--- src/rtl/tap_delay_ctrl.sv ---
// ============================================================================
// Module      : tap_delay_ctrl
// Description : Programmable-latency delay line. Each accepted sample is
//               re-emitted exactly cur_delay_o cycles after acceptance.
//               The delay can be changed at runtime through a cfg handshake.
//               Illegal requests (0 or > MAX_DELAY) are consumed and answered
//               with a one-cycle cfg_err_o pulse.
// Build option: TAP_DELAY_DRAIN_EN
//               defined   - a delay change stalls the input, drains the
//                           in-flight samples at the old delay (DRAIN), then
//                           applies the new delay (SWITCH) before resuming.
//               undefined - the output tap moves on the cycle after the
//                           request; in_ready_o/cfg_ready_o tied 1, busy_o 0.
// Ports       : clk, rst       clock, synchronous active-high reset
//               in_valid_i / in_data_i / in_ready_o     sample input
//               out_valid_o / out_data_o                delayed sample output
//               cfg_valid_i / cfg_delay_i / cfg_ready_o delay request
//               cfg_err_o     one-cycle pulse after a rejected request
//               cur_delay_o   delay currently applied
//               busy_o        reconfiguration in progress
// Revision    : 1.0 - initial release
// ============================================================================
`default_nettype none

module tap_delay_ctrl #(
    parameter int WIDTH         = 1,
    parameter int MAX_DELAY     = 16,
    parameter int DEFAULT_DELAY = 4,
    localparam int DW           = $clog2(MAX_DELAY + 1)
) (
    input  logic             clk,
    input  logic             rst,
    input  logic             in_valid_i,
    input  logic [WIDTH-1:0] in_data_i,
    output logic             in_ready_o,
    output logic             out_valid_o,
    output logic [WIDTH-1:0] out_data_o,
    input  logic             cfg_valid_i,
    input  logic [DW-1:0]    cfg_delay_i,
    output logic             cfg_ready_o,
    output logic             cfg_err_o,
    output logic [DW-1:0]    cur_delay_o,
    output logic             busy_o
);

    localparam logic [DW-1:0] c_MAX_DELAY     = DW'(MAX_DELAY);
    localparam logic [DW-1:0] c_DEFAULT_DELAY = DW'(DEFAULT_DELAY);

    logic [MAX_DELAY-1:0] vld_q;
    logic [WIDTH-1:0]     dat_q [MAX_DELAY];
    logic [DW-1:0]        cur_delay_q;
    logic                 cfg_err_q;

    logic                 w_accept;
    logic                 w_cfg_fire;
    logic                 w_legal;
    logic                 w_clear;
    logic                 w_tap_vld;
    logic [WIDTH-1:0]     w_tap_dat;

    assign w_accept   = in_valid_i & in_ready_o;
    assign w_cfg_fire = cfg_valid_i & cfg_ready_o;
    assign w_legal    = (cfg_delay_i != '0) && (cfg_delay_i <= c_MAX_DELAY);

    // ------------------------------------------------------------------
    // Shift register. Data is never cleared; only valid bits gate output.
    // ------------------------------------------------------------------
    always_ff @(posedge clk) begin
        dat_q[0] <= in_data_i;
        for (int i = 1; i < MAX_DELAY; i++) begin
            dat_q[i] <= dat_q[i-1];
        end
    end

    always_ff @(posedge clk) begin
        if (rst) begin
            vld_q <= '0;
        end else if (w_clear) begin
            vld_q <= '0;
        end else begin
            vld_q <= {vld_q[MAX_DELAY-2:0], w_accept};
        end
    end

    // Output tap: stage cur_delay-1. Written as a compare mux so the select
    // width need not match the array depth.
    always_comb begin
        w_tap_vld = 1'b0;
        w_tap_dat = '0;
        for (int i = 0; i < MAX_DELAY; i++) begin
            if (cur_delay_q == DW'(i + 1)) begin
                w_tap_vld = vld_q[i];
                w_tap_dat = dat_q[i];
            end
        end
    end

    assign out_valid_o = w_tap_vld;
    assign out_data_o  = w_tap_vld ? w_tap_dat : '0;
    assign cur_delay_o = cur_delay_q;
    assign cfg_err_o   = cfg_err_q;

`ifdef TAP_DELAY_DRAIN_EN
    typedef enum logic [1:0] {
        S_RUN    = 2'd0,
        S_DRAIN  = 2'd1,
        S_SWITCH = 2'd2
    } state_t;

    state_t        state_q;
    logic [DW-1:0] req_q;
    logic [DW-1:0] cnt_q;
    logic          in_ready_q;
    logic          cfg_ready_q;
    logic          busy_q;

    // Clearing every valid bit at SWITCH is what prevents a longer new delay
    // from re-emitting samples that already left through the old tap.
    assign w_clear     = (state_q == S_SWITCH);
    assign in_ready_o  = in_ready_q;
    assign cfg_ready_o = cfg_ready_q;
    assign busy_o      = busy_q;

    always_ff @(posedge clk) begin
        if (rst) begin
            state_q     <= S_RUN;
            cur_delay_q <= c_DEFAULT_DELAY;
            req_q       <= c_DEFAULT_DELAY;
            cnt_q       <= '0;
            cfg_err_q   <= 1'b0;
            in_ready_q  <= 1'b1;
            cfg_ready_q <= 1'b1;
            busy_q      <= 1'b0;
        end else begin
            cfg_err_q <= w_cfg_fire & ~w_legal;
            case (state_q)
                S_RUN: begin
                    if (w_cfg_fire && w_legal) begin
                        req_q       <= cfg_delay_i;
                        cnt_q       <= cur_delay_q;
                        state_q     <= S_DRAIN;
                        in_ready_q  <= 1'b0;
                        cfg_ready_q <= 1'b0;
                        busy_q      <= 1'b1;
                    end
                end
                S_DRAIN: begin
                    // Counter starts at the old delay: DRAIN lasts d cycles,
                    // long enough for the newest sample to reach the tap.
                    if (cnt_q <= DW'(1)) begin
                        state_q <= S_SWITCH;
                    end else begin
                        cnt_q <= cnt_q - DW'(1);
                    end
                end
                S_SWITCH: begin
                    cur_delay_q <= req_q;
                    state_q     <= S_RUN;
                    in_ready_q  <= 1'b1;
                    cfg_ready_q <= 1'b1;
                    busy_q      <= 1'b0;
                end
                default: begin
                    state_q     <= S_RUN;
                    in_ready_q  <= 1'b1;
                    cfg_ready_q <= 1'b1;
                    busy_q      <= 1'b0;
                end
            endcase
        end
    end
`else
    assign w_clear     = 1'b0;
    assign in_ready_o  = 1'b1;
    assign cfg_ready_o = 1'b1;
    assign busy_o      = 1'b0;

    always_ff @(posedge clk) begin
        if (rst) begin
            cur_delay_q <= c_DEFAULT_DELAY;
            cfg_err_q   <= 1'b0;
        end else begin
            cfg_err_q <= w_cfg_fire & ~w_legal;
            if (w_cfg_fire && w_legal) begin
                cur_delay_q <= cfg_delay_i;
            end
        end
    end
`endif

endmodule

`default_nettype wire
--- config.mk ---
export PLATFORM = sky130hd
export DESIGN_NAME = tap_delay_ctrl
export DESIGN_NICKNAME = d
export VERILOG_FILES = /design/src/rtl/tap_delay_ctrl.sv
export SDC_FILE = /design/constraint.sdc
export NUM_CORES = 1
export LEC_CHECK = 0
export ABC_AREA = 1
export CORE_MARGIN = 2
export CORE_UTILIZATION = 35
export DETAILED_ROUTE_END_ITERATION = 8
export MAX_ROUTING_LAYER = met4
export PLACE_DENSITY = 0.57
export SKIP_CTS_REPAIR_TIMING = 1
export SYNTH_ARGS = -nofsm -noshare
export SYNTH_HDL_FRONTEND = slang
export SYNTH_SLANG_ARGS = --single-unit
--- constraint.sdc ---
create_clock -name clk -period 3.57 [get_ports clk]
set_input_delay 0.357 -clock clk [delete_from_list [all_inputs] [get_ports clk]]
set_output_delay 0.357 -clock clk [all_outputs]
set_load 0.01 [all_outputs]
# After elaboration in Yosys (flattened, before gate mapping)
# Memory sizes are Yosys's and may differ from the RTL's.
# Index checks and enable logic that the tools add are counted.
classes:
  n_eq_ne: 16
  bitwise_logic: 2
  n_mux: 33
  n_reduce_logical: 3
  order_cmp: 1
op_table:
  columns: ["operator", "count"]
  rows:
  - ["5-bit by 4-bit equality test with 1-bit output, second input constant", 8]
  - ["1-bit two-way mux", 33]
  - ["5-bit by 3-bit equality test with 1-bit output, second input constant", 4]
  - ["5-bit by 2-bit equality test with 1-bit output, second input constant", 2]
  - ["5-bit by 1-bit equality test with 1-bit output, second input constant", 1]
  - ["5-bit equality test, second input constant", 1]
  - ["5-bit <= comparator, second input constant", 1]
  - ["5-bit nonzero test", 1]
  - ["1-bit logical AND", 2]
  - ["1-bit AND", 1]
  - ["1-bit inverter", 1]
word_totals:
  mem_count: 1
  ram_bits: 16
  reg_bits: 22
  out_inout_bits: 11
  word_cells: 59
mem_list:
  columns: ["name", "words", "word_bits", "rd", "rd_clocked_by_memory_dff", "wr", "line_no", "rtl"]
  rows:
  - ["dat_q", 16, 1, 16, 0, 16, "50", "logic [WIDTH-1:0] dat_q [MAX_DELAY];"]

# Logic depth before layout (Yosys ltp)
# Gate-level depths: netlist of the first run.
logic_depth:
  word_depth: 18
  mapped_depth: 12
  depth_no_buf: 12

# Least setup slack after synthesis of the first run
# Ideal clock, no wire load.
synth_timing:
  path_kind: "register -> output"
  startpoint: "reg cur_delay_q[1], in the netlist cur_delay_o[1]"
  endpoint: "out out_data_o"
  stages_incl_launch_ff: 11
  required_ps: 3213
  setup_slack_ps: 1827
  arrival_ps: 1386
  cell_sequence: "dfxtp_1 inv_2 nor2_4 nand2_2 nor2_1 a21oi_1 nand4_1 nand2_1 nand4_2 nor3_2 nor2_2"
synth_between:
  elab_chain_cells: 18
  word_cells_on_any_way: 49
  cone_classes: "eq/ne: 16; mux: 33"
synth_lines:
  columns: ["element", "line_no", "rtl"]
  rows:
  - ["from (decl)", "51", "logic [DW-1:0] cur_delay_q;"]
  - ["from (signal assigned)", "180", "cur_delay_q <= c_DEFAULT_DELAY;"]
  - ["from (signal assigned)", "185", "cur_delay_q <= cfg_delay_i;"]
  - ["5-bit by 1-bit equality test with 1-bit output", "91", "if (cur_delay_q == DW'(i + 1)) begin"]
  - ["1-bit two-way mux (16 in a row)", "91", null]
  - ["1-bit two-way mux (*)", "99", "assign out_data_o = w_tap_vld ? w_tap_dat : '0;"]
  - ["to (decl)", "37", "output logic [WIDTH-1:0] out_data_o,"]
# Mark *: on every way between the ends. The rest lies on a longest branch, timed or not.

# Worst setup path after layout of the first run
layout_timing:
  startpoint: "reg cur_delay_q[2], in the netlist cur_delay_o[2]"
  endpoint: "out out_data_o"
# Same word-level chain as after synthesis.

==> metrics.cfg, run 1 <==
[drt]
vias=1125
drt-initial-drc-count=55
wirelength_um=2840
firstDrtPassIters=4
via_per_inst=4.52
ant_nets=0
drc=0
avgRoutedWirePerCell_um=11.4

[cts]
worstSkewPairLatency_ns=0.28
cts_sinks=38
tritoncts=done
clock_path_buffers=2
cts_buffers=5
cts_root_buffer=clkbuf_8
clkTransAtPathRegs_ns=0.07
ctsHtreeMaxLevel=2

[setup_path]
startpoint=cur_delay_o[2]$_SDFFE_PP1P_
r2r.worst_path.cells=2
critPathArrivalTime_ns=2.38
r2r-end=cur_delay_o[0]$_SDFFE_PP0P_
reg2reg_slack_ns=2.71
cp-end-kind=output port
critPathLaunchType=register
worstPathRequired_ns=3.21
cp_max_fo=5
r2r_start=cur_delay_o[0]$_SDFFE_PP0P_
critPathKind=reg -> out
crit_path_end=out_data_o

[pwr]
power.density_nw_per_um2=472
p_leak_nw=0.698
power.total_mw=0.820
ir_drop_v=0.000266

[floorplanning]
core_um2=3970
num_rows=23
io_pins=21
die_w_um=68.2
die_y_um=68.2
dieArea_um2=4650
start_util=0.363

[finish]
final_util=0.438
final_cell_mix=dfxtp_1 (38), nand2_1 (30), nor2_1 (28)
nNetsFinal=210
drive_gt1_frac=0.126
syn2layout_area_growth_pct=20.6
antenna_cells=0
filler_cell_count=412
ff_latch_area_um2=761
multi_input_area_um2=539
final_common_cell=dfxtp_1

[synth]
synth_cell_type_count=23
synth_xor_area_frac=0.00607
synth_top_area_frac=0.527
yosys.area.top_type=dfxtp_1
synth_compound_area_frac=0.0451
postSynthCellCount=179
synthMuxAreaShare=0
synthTopCellsByArea=dfxtp_1 (53%), nand2_1 (7.8%), nor2_1 (7.3%), inv_1 (7.0%), nand4_1 (5.6%)
syn_avg_cell_area_um2=8.06
synth_fa_ha_area_frac=0
ys_warn_count=0
ys_seq_area_frac=0.527
synthSimpleGateAreaFrac=0.315
synth_top_family_by_area=simple AND/OR/NAND/NOR gates
netlist_area_um2=1440
synth_seq_cells=38

[placed_design]
numPortBuffers=17
gp_congestion=0.855
post-dp-hpwl_um=2130

[timing]
hold_viol=0
skew_ns=0.00320
timing.fmax_ghz=0.366
post-route-period-util=0.766
setup_violations=0
rsz0062_at_grt=false
fin_crit_ns=2.73
maxSlewViolCount=0
tns_ns=0

[global_route]
grt.overflow.total=0
antenna_found_initial=0
grt_pass1_vias=1090
grt.total_usage=0.155
grt_pass1_wl_um=5000
grt_max_degree=14

[flow_run]
drv_cap=0

[min_path]
hp-class=reg -> reg
hold_path.startpoint=dat_q[1][2]$_DFF_P_

[outcome]
run_status=finished clean

==> sequential cells by signal (all words and copies together), names as in the netlist <==
register	cells
dat_q	16
vld_q	16
cur_delay_o	5
cfg_err_o	1
==> final cells by class <==
class | instances | share of cell area
multi-input cells | 106 | 0.310
well taps | 50 | 0.0360
clock buffers | 6 | 0.0475
flip-flops and latches | 38 | 0.437
inverters | 31 | 0.0669
repair buffers | 18 | 0.102
==> kinds of logic (layout without fill, tap and decap cells) <==
logic type / after synthesis / count (layout)
DFF: 38 / 38
xor gates and xnor gates: 1 / 1
and+or+nand+nor: 91 / 91
AOI/OAI and AO/OA: 11 / 11
buffers and inverters: 36 / 55
other: 2 / 3
==> where the power goes <==
part           total (mW)  internal, mW  switching (mW)
logic              0.0864        0.0368          0.0496
clock network       0.280         0.149           0.132
registers           0.454         0.440          0.0135
==> metal layers <==
| metal | vias up | routed length (um) | GRT usage | share of wire |
|---|---|---|---|---|
| li1 | 590 | - | - | - |
| met1 | 500 | 1410 | 0.197 | 0.50 |
| met2 | 28 | 1230 | 0.220 | 0.43 |
| met3 | 7 | 117 | 0.0395 | 0.041 |
| met4 | 0 | 80 | 0.0975 | 0.028 |
| met5 | - | 0 | - | 0 |
==> how the worst min path moves through the flow <==
stage / slack, ns / cells after the start / to
after global routing: 0.36 / 0 / dat_q[0][5]$_DFF_P_
after global placement: 0.34 / 0 / dat_q[1][3]$_DFF_P_
after detailed placement: 0.34 / 0 / dat_q[1][1]$_DFF_P_
after CTS: 0.35 / 0 / dat_q[1][1]$_DFF_P_
final: 0.35 / 0 / dat_q[1][3]$_DFF_P_
after floorplan: 0.32 / 0 / dat_q[1][7]$_DFF_P_
==> cells in the mapped netlist <==
cell type   n
o211ai_1    3
a211oi_1    1
dfxtp_1    38
nand2_2     2
nor4_1      1
nand3_1     1
nand4_1    13
xnor2_1     1
nor2_1     28
nand2_1    30
inv_2       4
nor2_2      6
nor3_2      1
buf_4       3
clkbuf_1    2
nand4_2     2
inv_1      27
nor3_1      2
nor3b_1     2
a21oi_1     5
nor2_4      3
o21ai_0     2
conb_1      2
==> worst max-delay path, cell delays in order (launching register included) <==
cell and delay (ns):
dfxtp_1 0.43, inv_1 0.11, nor2_2 0.20, inv_2 0.09, nor2_2 0.13, nand2_1 0.06
nand4_1 0.09, nand2_1 0.06, nand4_1 0.07, nand2_1 0.07, nand4_2 0.07, nor3_2 0.05
nor2_2 0.11, clkdlybuf4s50_1 0.54
==> stage by stage <==
| step | setup WS (ns) | instance area (um^2) | std cells | hold WS, ns |
|---|---|---|---|---|
| detailed placement | 1.12 | 1660 | 243 | 0.338 |
| finish | 0.837 | 1740 | 249 | 0.353 |
| global placement | 1.18 | 1660 | 243 | 0.338 |
| floorplan | 1.83 | 1450 | 180 | 0.323 |
| CTS | 0.795 | 1740 | 249 | 0.353 |
| global route | 0.562 | 1740 | 249 | 0.358 |
(Power assumes the default switching activity.)
==> run 2: changes to the inputs <==
==> constraint.sdc (replaced) <==
create_clock -name clk -period 2.7 [get_ports clk]
set_input_delay 0.27 -clock clk [delete_from_list [all_inputs] [get_ports clk]]
set_output_delay 0.27 -clock clk [all_outputs]
set_load 0.01 [all_outputs]
==> run 2 against run 1 <==
Net effect:
- die area unchanged
- sequential share of layout area down 0.61 points
- sequential cell count unchanged
- clock power up 64%
- combinational power up 34%
- largest power group unchanged
==> metrics.cfg, run 2 (synthesis gave the netlist of run 1 again) <==
[outcome]
run_status=finished clean

[drt]
drc=0
drt-initial-drc-count=51
vias=1137
ant_nets=0
via_per_inst=4.53
wirelength_um=2900
avgRoutedWirePerCell_um=11.6
firstDrtPassIters=4

[cts]
cts_root_buffer=clkbuf_8
ctsHtreeMaxLevel=2
cts_sinks=38
clock_path_buffers=2
cts_buffers=5
tritoncts=done
clkTransAtPathRegs_ns=0.07
worstSkewPairLatency_ns=0.28

[timing]
skew_ns=0.00214
rsz0062_at_grt=false
timing.fmax_ghz=0.403
hold_viol=0
post-route-period-util=0.920
maxSlewViolCount=0
tns_ns=0
fin_crit_ns=2.48
setup_violations=0

[floorplanning]
die_w_um=68.2
io_pins=21
start_util=0.363
dieArea_um2=4650
num_rows=23
die_y_um=68.2
core_um2=3970

[finish]
final_cell_mix=dfxtp_1 (33), nand2_1 (30), nor2_1 (28)
antenna_cells=0
nNetsFinal=210
final_util=0.449
final_common_cell=dfxtp_1
drive_gt1_frac=0.149
filler_cell_count=402
fin_cells=251
syn2layout_area_growth_pct=23.7

[pwr]
power.total_mw=1.18
p_int_mw=0.909
clkPwrFrac=0.391
combPwrFrac=0.098
power.density_nw_per_um2=660
p_sw_mw=0.268
ir_drop_v=0.000335
p_seq_frac=0.511
p_leak_nw=0.729
p_sw_frac=0.228

[setup_path]
r2r.worst_path.cells=2
reg2reg_slack_ns=1.92
critPathKind=reg -> out
cp_max_fo=7
critPathLaunchType=register
r2r-end=cur_delay_o[3]$_SDFFE_PP0P_
cp-end-kind=output port
critPathArrivalTime_ns=2.21
worstPathRequired_ns=2.43
r2r_start=cur_delay_o[3]$_SDFFE_PP0P_

[global_route]
grt_pass1_wl_um=4850
grt.total_usage=0.152
antenna_found_initial=0
grt_pass1_vias=1060
grt.overflow.total=0
grt_max_degree=13

[placed_design]
dp.cells=243
post-dp-hpwl_um=2220
numPortBuffers=17
gp_congestion=0.849

[flow_run]
drv_cap=0

[min_path]
hold_path.startpoint=dat_q[1][0]$_DFF_P_
min_path_cells=0
hold_end=dat_q[1][1]$_DFF_P_
hp-class=reg -> reg

## run 2: changes by cell type in the layout (fill, tap and decap cells not counted), sizes merged
cell,previous run,this run
bufinv,0,1
clkbuf,6,7
clkdlybuf4s50,17,16
dlymetal6s2s,0,1
## run 2: worst max path at each step
stage | startpoint | to | slack, ns | cells past startpoint
final | cur_delay_o[0]$_SDFFE_PP0P_ | out_valid_o | 0.22 | 12
after detailed placement | cur_delay_o[0]$_SDFFE_PP0P_ | out_data_o | 0.35 | 13
after CTS | cur_delay_o[0]$_SDFFE_PP0P_ | out_data_o | 0.02 | 13
after floorplan | cur_delay_o[1]$_SDFFE_PP0P_ | out_data_o | 1.04 | 10
after global routing | cur_delay_o[4]$_SDFFE_PP0P_ | out_valid_o | 0.02 | 12
after global placement | cur_delay_o[0]$_SDFFE_PP0P_ | out_data_o | 0.39 | 13
## run 2: through the flow
| stage | setup slack, ns | cell area (um^2) | hold WS (ns) |
|---|---|---|---|
| 4_1_cts | 0.0217 | 1760 | 0.353 |
| 3_5_place_dp | 0.353 | 1660 | 0.338 |
| 2_1_floorplan | 1.04 | 1450 | 0.298 |
| 5_1_grt | 0.0198 | 1780 | 0.361 |
| 6_report | 0.216 | 1780 | 0.353 |
| 3_3_place_gp | 0.391 | 1660 | 0.338 |
## run 2: power groups by stage
stage                     clock network (mW)  logic [mW]  registers (mW)
after floorplan                            0      0.0693           0.610
after global placement                     0       0.113           0.612
after detailed placement                   0       0.114           0.612
after CTS                              0.475       0.115           0.600
after global routing                   0.502       0.130           0.604
final                                  0.460       0.116           0.601
## run 2: critical path: stages, from the launching register on
cell             delay, ns
dfxtp_4               0.38
nor2_2                0.21
nand2_1               0.13
nor3_1                0.18
nor2_1                0.06
nand4_1               0.07
nor2_1                0.05
nand4_1               0.07
nand2_1               0.07
nand4_2               0.07
nor2_2                0.05
inv_1                 0.04
clkdlybuf4s50_1       0.52
## run 2: layout make-up
class,count,area (um^2),share of cell area
Clock buffer,7,76.3,0.0428
Clock inverter,1,30.0,0.0168
Inverter,31,116,0.0652
Multi-Input combinational cell,106,549,0.308
Sequential cell,38,769,0.431
Tap cell,50,62.6,0.0351
Timing Repair Buffer,18,180,0.101
## run 2: per-layer routing
layer | track usage | routed length, um | vias up
li1 | - | - | 594
met1 | 0.195 | 1420 | 516
met2 | 0.211 | 1280 | 22
met3 | 0.0543 | 140 | 5
met4 | 0.0750 | 59 | 0
met5 | - | 0 | -
==> run 3: changes to the inputs <==
--- a/config.mk
+++ b/config.mk
@@ -7,10 +7,10 @@
 export LEC_CHECK = 0
 export ABC_AREA = 1
 export CORE_MARGIN = 2
-export CORE_UTILIZATION = 35
+export CORE_UTILIZATION = 46
 export DETAILED_ROUTE_END_ITERATION = 8
 export MAX_ROUTING_LAYER = met4
-export PLACE_DENSITY = 0.57
+export PLACE_DENSITY = 0.71
 export SKIP_CTS_REPAIR_TIMING = 1
 export SYNTH_ARGS = -nofsm -noshare
 export SYNTH_HDL_FRONTEND = slang
==> run 3 against run 2 <==
Net effect:
- largest cell class unchanged
- critical path type unchanged
- design area is 1.9% lower
- non-clock buffer count shrank 1
- first-iteration DRC count increased by 5.9%
- critical endpoint is now out_data_o
- sequential share of layout area rose by 1.1 points
- fmax shrank 2.1%
- critical path depth is 1 higher
- highest routed layer unchanged
- routed wire length shrank 7.4%
- global-route usage grew 3.3 points
- total power is 7.8% lower
==> metrics.cfg, run 3 (synthesis gave the netlist of run 1 again) <==
[cts]
cts_buffers=5
ctsHtreeMaxLevel=2
cts_root_buffer=clkbuf_4
worstSkewPairLatency_ns=0.35
clock_path_buffers=2
cts_sinks=38
clkTransAtPathRegs_ns=0.11
tritoncts=done

[finish]
filler_cell_count=285
syn2layout_area_growth_pct=21.3
multi_input_area_um2=554
fin_cells=244
ff_latch_area_um2=774
final_util=0.578
drive_gt1_frac=0.145
final_common_cell=dfxtp_1
antenna_cells=0
nNetsFinal=209
final_cell_mix=dfxtp_1 (33), nand2_1 (30), nor2_1 (28)

[timing]
worst_slack_ns=0.163
skew_ns=0.00909
hold_viol=0
tightest_slew_ns=0.690
tns_ns=0
max-slew-margin-rel=0.539
timing.fmax_ghz=0.394
maxSlewViolCount=0
fin_crit_ns=2.54
rsz0062_at_grt=false
post-route-period-util=0.940
setup_violations=0

[floorplanning]
die_w_um=60
num_rows=20
io_pins=21
die_y_um=60
start_util=0.476
dieArea_um2=3600
core_um2=3030

[setup_path]
cpMostUsedCell=nand2_1
cp-end-kind=output port
cpPeakStageDelay_ns=0.53
cp_max_fo=5
critPathLaunchType=register
critPathArrivalTime_ns=2.27
reg2reg_slack_ns=1.89
worstPathRequired_ns=2.43
cp_slowest_cell=clkdlybuf4s50_1
crit_chain=inv_1 -> nor2_4 -> inv_2 -> nor2_2 -> nand2_1 -> nand4_1 -> nand2_1 -> nand4_1 -> nand2_1 -> nand4_2 -> nor3_2 -> nor2_2 -> clkdlybuf4s50_1
critPathKind=reg -> out

[pwr]
p_leak_nw=0.713
p_seq_frac=0.554
p_int_mw=0.827
p_sw_frac=0.237
clkPwrFrac=0.340
combPwrFrac=0.106
p_sw_mw=0.258
power.density_nw_per_um2=620
power.total_mw=1.08
ir_drop_v=0.000352

[global_route]
antenna_found_initial=0
grt_pass1_vias=1067
grt_max_degree=20
grt_pass1_wl_um=4620
grt.total_usage=0.185
grt.overflow.total=0

[drt]
vias=1152
avgRoutedWirePerCell_um=11.0
wirelength_um=2680
firstDrtPassIters=4
drc=0
drt-initial-drc-count=54
ant_nets=0
via_per_inst=4.72

[flow_run]
drv_cap=0

[min_path]
hp-class=in -> reg

[placed_design]
post-dp-hpwl_um=2020
gp_congestion=0.879
dp_slack_ns=0.424
numPortBuffers=17
dp.cells=236

[outcome]
run_status=finished clean

[run 3: routing by layer]
layer,routed length [um],global-route usage,up-vias
met1,1200,0.226,520
met5,0,-,-
met2,1270,0.262,27
met4,71,0.108,0
li1,-,-,597
met3,146,0.0628,8
[run 3: worst max-delay path, delay by kind of cell, from the launching register on]
family                 cells  cell delay, ns
buffers and inverters      3            0.71
DFF                        1            0.39
and+or+nand+nor           10            0.84
[run 3: cell type report]
class | instances | share of cell area
repair buffers | 17 | 0.0986
inverters | 31 | 0.0679
clock buffers | 7 | 0.0257
multi-input cells | 106 | 0.317
clock inverters | 1 | 0.0172
flip-flops and latches | 38 | 0.442
well taps | 44 | 0.0315
[run 3: power groups by stage]
stage	sequential, mW	clock, mW	combinational [mW]
final	0.601	0.369	0.115
after floorplan	0.610	0	0.0693
after CTS	0.599	0.378	0.112
after global routing	0.605	0.409	0.127
after global placement	0.611	0	0.111
after detailed placement	0.612	0	0.112
[run 3: metrics by stage]
stage          area (um^2)  hold WS, ns
3_5_place_dp          1640        0.337
4_1_cts               1720        0.338
6_report              1750        0.345
2_1_floorplan         1450        0.298
3_3_place_gp          1640        0.334
5_1_grt               1750        0.347
[run 3: path summary, 6_finish.rpt]
path,from,to,cells after the start
worst max-delay path,cur_delay_o[2]$_SDFFE_PP1P_,out_data_o,13
worst min-delay path,in_data_i,dat_q[0][0]$_DFF_P_,1
worst max register to register,cur_delay_o[3]$_SDFFE_PP0P_,cur_delay_o[3]$_SDFFE_PP0P_,2
worst min register to register,dat_q[1][0]$_DFF_P_,dat_q[1][1]$_DFF_P_,0
